$ cat config.mk
export PLATFORM = sky130hd
export DESIGN_NAME = stopwatch_counter
export DESIGN_NICKNAME = d
export VERILOG_FILES = /design/src/rtl/stopwatch_counter.sv
export SDC_FILE = /design/constraint.sdc
export NUM_CORES = 1
export LEC_CHECK = 0
export BUFFER_PORTS_ARGS = -buffer_cell sky130_fd_sc_hd__buf_2
export CORE_UTILIZATION = 30
export DETAILED_ROUTE_END_ITERATION = 6
export GPL_TIMING_DRIVEN = 0
export HOLD_SLACK_MARGIN = 0.06
export PLACE_DENSITY_LB_ADDON = 0.05
export SYNTH_ARGS = -nofsm -noshare
export SYNTH_HDL_FRONTEND = slang
export SYNTH_SLANG_ARGS = --single-unit
$ cat constraint.sdc
create_clock -name clk -period 3.3 [get_ports clk]
set_input_delay 0.33 -clock clk [delete_from_list [all_inputs] [get_ports clk]]
set_output_delay 0.33 -clock clk [all_outputs]
set_load 0.03 [all_outputs]
$ cat src/rtl/stopwatch_counter.sv
// stopwatch_counter: seconds-counting core of the stopwatch.
// Raw start/stop and clear buttons are synchronized and edge-detected and drive
// an IDLE/RUN/PAUSE state machine. A prescaler turns CLK_HZ cycles of run time
// into one count increment.
// Build option: define STOPWATCH_WRAP_EN to make the count wrap from MAX_COUNT
// back to 0 while running. Without it, reaching MAX_COUNT pauses and locks the
// counter until a clear.
module stopwatch_counter #(
    parameter int CLK_HZ    = 100_000_000,
    parameter int MAX_COUNT = 5999
) (
    input  logic        clk,
    input  logic        rst,
    input  logic        btn_start_stop,
    input  logic        btn_clear,
    output logic [12:0] count,
    output logic        running,
    output logic        tick
);

    localparam logic [26:0] PRESCALE_LAST = 27'(CLK_HZ - 1);
    localparam logic [12:0] COUNT_LAST    = 13'(MAX_COUNT);

`ifdef STOPWATCH_WRAP_EN
    localparam bit WRAP_EN = 1'b1;
`else
    localparam bit WRAP_EN = 1'b0;
`endif

    typedef enum logic [1:0] {
        IDLE  = 2'd0,
        RUN   = 2'd1,
        PAUSE = 2'd2
    } state_t;

    state_t      state;
    logic [26:0] prescaler;

    logic ss_s1, ss_s2, ss_p;
    logic clr_s1, clr_s2, clr_p;
    logic ss_rise, clr_rise;

    logic [12:0] count_inc;
    logic        at_max;
    logic        second_done;
    logic        reaches_max;

    // Two-flop synchronizers plus a previous-value flop for each button.
    always_ff @(posedge clk or posedge rst) begin
        if (rst) begin
            ss_s1  <= 1'b0;
            ss_s2  <= 1'b0;
            ss_p   <= 1'b0;
            clr_s1 <= 1'b0;
            clr_s2 <= 1'b0;
            clr_p  <= 1'b0;
        end else begin
            ss_s1  <= btn_start_stop;
            ss_s2  <= ss_s1;
            ss_p   <= ss_s2;
            clr_s1 <= btn_clear;
            clr_s2 <= clr_s1;
            clr_p  <= clr_s2;
        end
    end

    assign ss_rise  = ss_s2 & ~ss_p;
    assign clr_rise = clr_s2 & ~clr_p;

    assign count_inc   = count + 13'd1;
    assign at_max      = (count == COUNT_LAST);
    assign second_done = (prescaler == PRESCALE_LAST);
    assign reaches_max = (count_inc == COUNT_LAST);

    // Run/pause state machine with the prescaler, count and registered outputs.
    always_ff @(posedge clk or posedge rst) begin
        if (rst) begin
            state     <= IDLE;
            prescaler <= '0;
            count     <= '0;
            running   <= 1'b0;
            tick      <= 1'b0;
        end else begin
            tick <= 1'b0;
            if (clr_rise) begin
                state     <= IDLE;
                prescaler <= '0;
                count     <= '0;
                running   <= 1'b0;
            end else begin
                case (state)
                    IDLE: begin
                        prescaler <= '0;
                        count     <= '0;
                        if (ss_rise) begin
                            state   <= RUN;
                            running <= 1'b1;
                        end
                    end

                    RUN: begin
                        if (second_done) begin
                            prescaler <= '0;
                            if (WRAP_EN) begin
                                tick  <= 1'b1;
                                count <= at_max ? 13'd0 : count_inc;
                                if (ss_rise) begin
                                    state   <= PAUSE;
                                    running <= 1'b0;
                                end
                            end else begin
                                tick <= ~at_max;
                                if (!at_max) begin
                                    count <= count_inc;
                                end
                                if (ss_rise || at_max || reaches_max) begin
                                    state   <= PAUSE;
                                    running <= 1'b0;
                                end
                            end
                        end else begin
                            prescaler <= prescaler + 27'd1;
                            if (ss_rise) begin
                                state   <= PAUSE;
                                running <= 1'b0;
                            end
                        end
                    end

                    PAUSE: begin
                        if (ss_rise && (WRAP_EN || !at_max)) begin
                            state   <= RUN;
                            running <= 1'b1;
                        end
                    end

                    default: begin
                        state     <= IDLE;
                        prescaler <= '0;
                        count     <= '0;
                        running   <= 1'b0;
                    end
                endcase
            end
        end
    end

endmodule
==> After elaboration in Yosys (flattened, before gate mapping) <==
Index checks and enable logic that the tools add are counted.
{ "totals": {"ff_bits": 50, "inputBits": 4, "output_inout_bits": 15} }
{ "op_classes": {"addsub": 2, "eq_ne": 12, "muxes": 24, "bitwise": 5, "reduce_logical": 7} }
{ "op_table": {"columns": ["op", "n"], "rows": [
  ["$mux W27", 2],
  ["$pmux W27 S2", 1],
  ["$mux W13", 3],
  ["$add A27 B1 Y27 const B", 1],
  ["$eq A27 B27 Y1 const B", 1],
  ["$eq A13 B13 Y1 const B", 2],
  ["$pmux W13 S2", 1],
  ["$add A13 B1 Y13 const B", 1],
  ["$mux W2", 6],
  ["$ne A3 B3 Y1 const B", 4],
  ["$mux W1", 9],
  ["$ne A4 B4 Y1 const B", 2],
  ["$pmux W2 S3", 1],
  ["$reduce_and A4 Y1", 1],
  ["$not A1 Y1", 3],
  ["$pmux W1 S3", 1],
  ["$reduce_and A3 Y1", 1],
  ["$and A1 B1 Y1", 2],
  ["$eq A2 B1 Y1 const B", 1],
  ["$eq A2 B2 Y1 const B", 1],
  ["$logic_not A2 Y1", 1],
  ["$logic_or A1 B1 Y1", 2],
  ["$ne A2 B2 Y1 const B", 1],
  ["$logic_and A1 B1 Y1", 1],
  ["$logic_not A1 Y1", 1]
]} }

==> Depth between registers and ports, before layout <==
{ "depth": {"word_depth": 8, "depth_mapped": 9} }

==> Worst setup path after synthesis <==
OpenSTA, ideal clock, no wires.
{ "synth_path": {"path_type": "register to register", "start": "reg prescaler[0]", "end": "reg count[5]", "t_arrival_ns": 2.629, "t_required_ns": 3.217, "path_slack_ns": 0.588, "path_stages_with_launch": 10, "path_buffers": 2, "period_less_slack_ns": 2.712, "cell_sequence": "dfrtp_1 > ha_1 > nand3_1 > or4_1 > or4_1 > buf_6 > or2_4 > buf_6 > or3_1 > o21ai_0"} }
{ "synth_via": {"elab_chain_cells": 3} }
{ "synth_lines": {"columns": ["element", "line_no", "rtl"], "rows": [
  ["start, declared", "37", "logic [26:0] prescaler;"],
  ["start signal, assigned", "122", "prescaler <= prescaler + 27'd1;"],
  ["$eq A27 B27 Y1", "72", "assign second_done = (prescaler == PRESCALE_LAST);"],
  ["$ne A3 B3 Y1 (no line)", null, null],
  ["$reduce_and A3 Y1 (no line)", null, null],
  ["end signal, assigned", "106", "count <= at_max ? 13'd0 : count_inc;"],
  ["end signal, assigned", "114", "count <= count_inc;"],
  ["end, declared", "16", "output logic [12:0] count,"]
]} }
Every way passes these cells.
A chain may end at the register's enable or synchronous reset.

==> Worst setup path after layout <==
{ "layout_path": {"start": "reg prescaler[0]", "end": "reg count[6]"} }
Same word-level chain as after synthesis.

==> results.md <==
- Outcome: finished clean
- Final WL: ~6.5 mm
- Layout overhead on the synthesized area: 13.4%
- CTS Root Cell: clkbuf_8
- Max incr delay on CP: approximately 580 ps
- Drt pass-1 iters: 4
- Yosys top cell area share: a little under half
- GRT overflow: 0
- Final Max Slew Viols: 0
- Mapped Cells: around 290
- CP max FO: 10
- R2R depth: 9
- Area of placed instances: about 2900 µm²
- H-tree level count: 2
- Die height: roughly 96 µm
- CTS tree: built
- Mean routed wirelength per cell: roughly 15 µm
- Initial Utilization: 30.7%
- Final GP Congestion: 0.750
- Total power: 1210 µW
- Final nets: 326
- EDFF count, synth: 0
- Sequential fraction of the synthesis area: 46.9%
- Routed vias: between 2000 and 2500
- # IOs: 19
- Antenna diodes: 0
- # rows: 34
- Total CTS buffers: 5
- Synth async-reset ratio: 100%
- Cts hold-fix bufs: 0
- Most frequent cells in the layout: dfrtp_1, nor2_1, nand2_1
- Largest net degree at the start of global routing: 27
- RSZ-0062 raised after global routing: no
- Final setup vio count: 0
- Worst EP required: between 3000 and 4000 ps
- Crit end category: register
- Final setup TNS: 0 ps
- Worst skew pair latency: 310 ps
- Post-CTS Repair Setup Buffers: 0
- Share of layout cells above drive strength 1: 13.1%
- Post-cts sizing count: 0
- Drt drc: 0
- DPL Wire Length: 4.42 mm
- Register bit total from synthesis: 50
- Final hold vios: 0
- Die Wd: ~96 µm
- Warnings from Yosys: 0
- F_max: 333 MHz
- Clock skew: 10.8 ps
- CTS Buffer Depth: 2
- Post-DRT Antenna Nets: 0
- Fin crit share: about 91%
- Total track usage: 15.4%
- Post-synth top flop: dfrtp_1
- Commonest non-fill, non-tap cell in the layout: dfrtp_1
- Pwr dens: 399 nW/µm²
- Cell accounting for the most synthesized area: dfrtp_1
- Crit path max-delay cell type: or4_1
- Critical path class: reg -> reg
- Starting DRT DRC Count: between 100 and 150
- Vias in the first global route: between 2000 and 2500
- Post-Syn Nets: 300
- Syn Area/Cell: 9.10 µm²
- Core footprint: ~8700 µm²
- Final instance area: slightly above 3000 µm²
- Yosys cell types: 45
- Worst hold margin: 73.5 ps
- Critical-path cell list: ha_1 > nand3_1 > or4_1 > or4_1 > buf_6 > or2_4 > buf_6 > or3_1 > o21ai_0
- Max Cap Viol: 0
- Initial antenna violation count: 0
- Worst Max-Slew Pin Slew: slightly below 600 ps
- Pleak: about 0.0012 µW
- Slew headroom: between 60% and 70%
- Element type at the critical path start: register
- I/O Buffers: 18
- Synth area leaders: dfrtp_1, xnor2_1, nor2_1, nand2_1, o21ai_0
- Vias/cell: 5.05
- Die footprint: 9260 µm²
- Post-Syn Area: 2670 µm²
- CTS Sinks: 50
- Crit path time final: 3000 ps
- First-pass GRT wire length: approximately 11 mm
- Worst vdd ir: 0.000144 V
- Clock Pin Slew Worst Setup and Hold Paths: around 100 ps
- Worst EP arrival: ~3200 ps
- Worst min-delay path class: in -> async
synth_stat cells, types with 4 or more instances:
cell and number:
inv_1 11, nor2b_1 5, dfrtp_1 50, or3_1 4, nand3_1 15, nor3_1 16
nand4_1 10, o21ai_0 19, xor2_1 9, nor2_1 39, xnor2_1 17, nor4_1 10
nand2b_1 5, nand2_1 26, a21oi_1 9
layout make-up:
class / count / area, µm²
buffer: 10 / 71.3
clock inverter: 1 / 30.0
fill: 920 / 5660
multi-input combinational: 221 / 1300
clock buffer: 7 / 76.3
timing repair buffer: 19 / 110
inverter: 12 / 45.0
tap: 108 / 135
sequential: 50 / 1250
routing by layer:
layer | vias to the layer above | global-route usage, % | wire length, µm
li1 | 1079 | - | -
met1 | 1050 | 21.4 | 3310
met2 | 22 | 24.1 | 2950
met3 | 9 | 2.61 | 97
met4 | 0 | 5.22 | 104
met5 | - | 0 | 0
state kept, by name, indices dropped and copies added (netlist names):
signal and flops:
running 1, ss_s1 1, state 2, ss_p 1, clr_s2 1, count 13, tick 1, clr_s1 1
ss_s2 1, clr_p 1, prescaler 27
logic make-up (layout without fill, tap and decap cells):
group                      count (synthesis)  count (layout)  synth area share (%)
and+or+nand+nor                          151             151                  29.5
DFF                                       50              50                  46.9
AOI/OAI and AO/OA                         40              40                  8.83
xor gates and xnor gates                  26              26                  8.54
buffers and inverters                     22              49                  4.37
adders and majority gates                  3               3                  1.41
muxes                                      1               1                 0.423
path summary, 6_finish.rpt:
path / start / endpoint / slack (ps)
max reg2reg: prescaler[0] / count[6] / 300
min: rst / count[9] / 70
max in group asynchronous: rst / clr_s2 / 2670
max: prescaler[0] / count[6] / 300
min reg2reg: clr_s1 / clr_s2 / 360
min in group clk: btn_clear / clr_s1 / 130
power breakdown:
| group | internal, µW | switching (µW) |
|---|---|---|
| Combinational | 37.8 | 85.3 |
| Clock | 228 | 218 |
| Sequential | 626 | 11.7 |
stage by stage:
step	setup WS (ps)	utilization, %	cells
after floorplan	588	-	293
after global placement	25.0	33.3	419
after detailed placement	50.2	33.5	420
after CTS	44.0	34.8	428
after global routing	14.3	34.8	428
final	300	34.8	428
worst max-delay path: cells and delay by family, from the launching register on:
family | cells | cell delay, ps
AO/OA/AOI/OAI | 1 | 80
adder cells (fa/ha/maj) | 1 | 230
buffers and inverters | 2 | 320
flip-flops | 1 | 400
AND/OR/NAND/NOR | 5 | 1890
No activity file was read; power rests on OpenSTA's default activity.
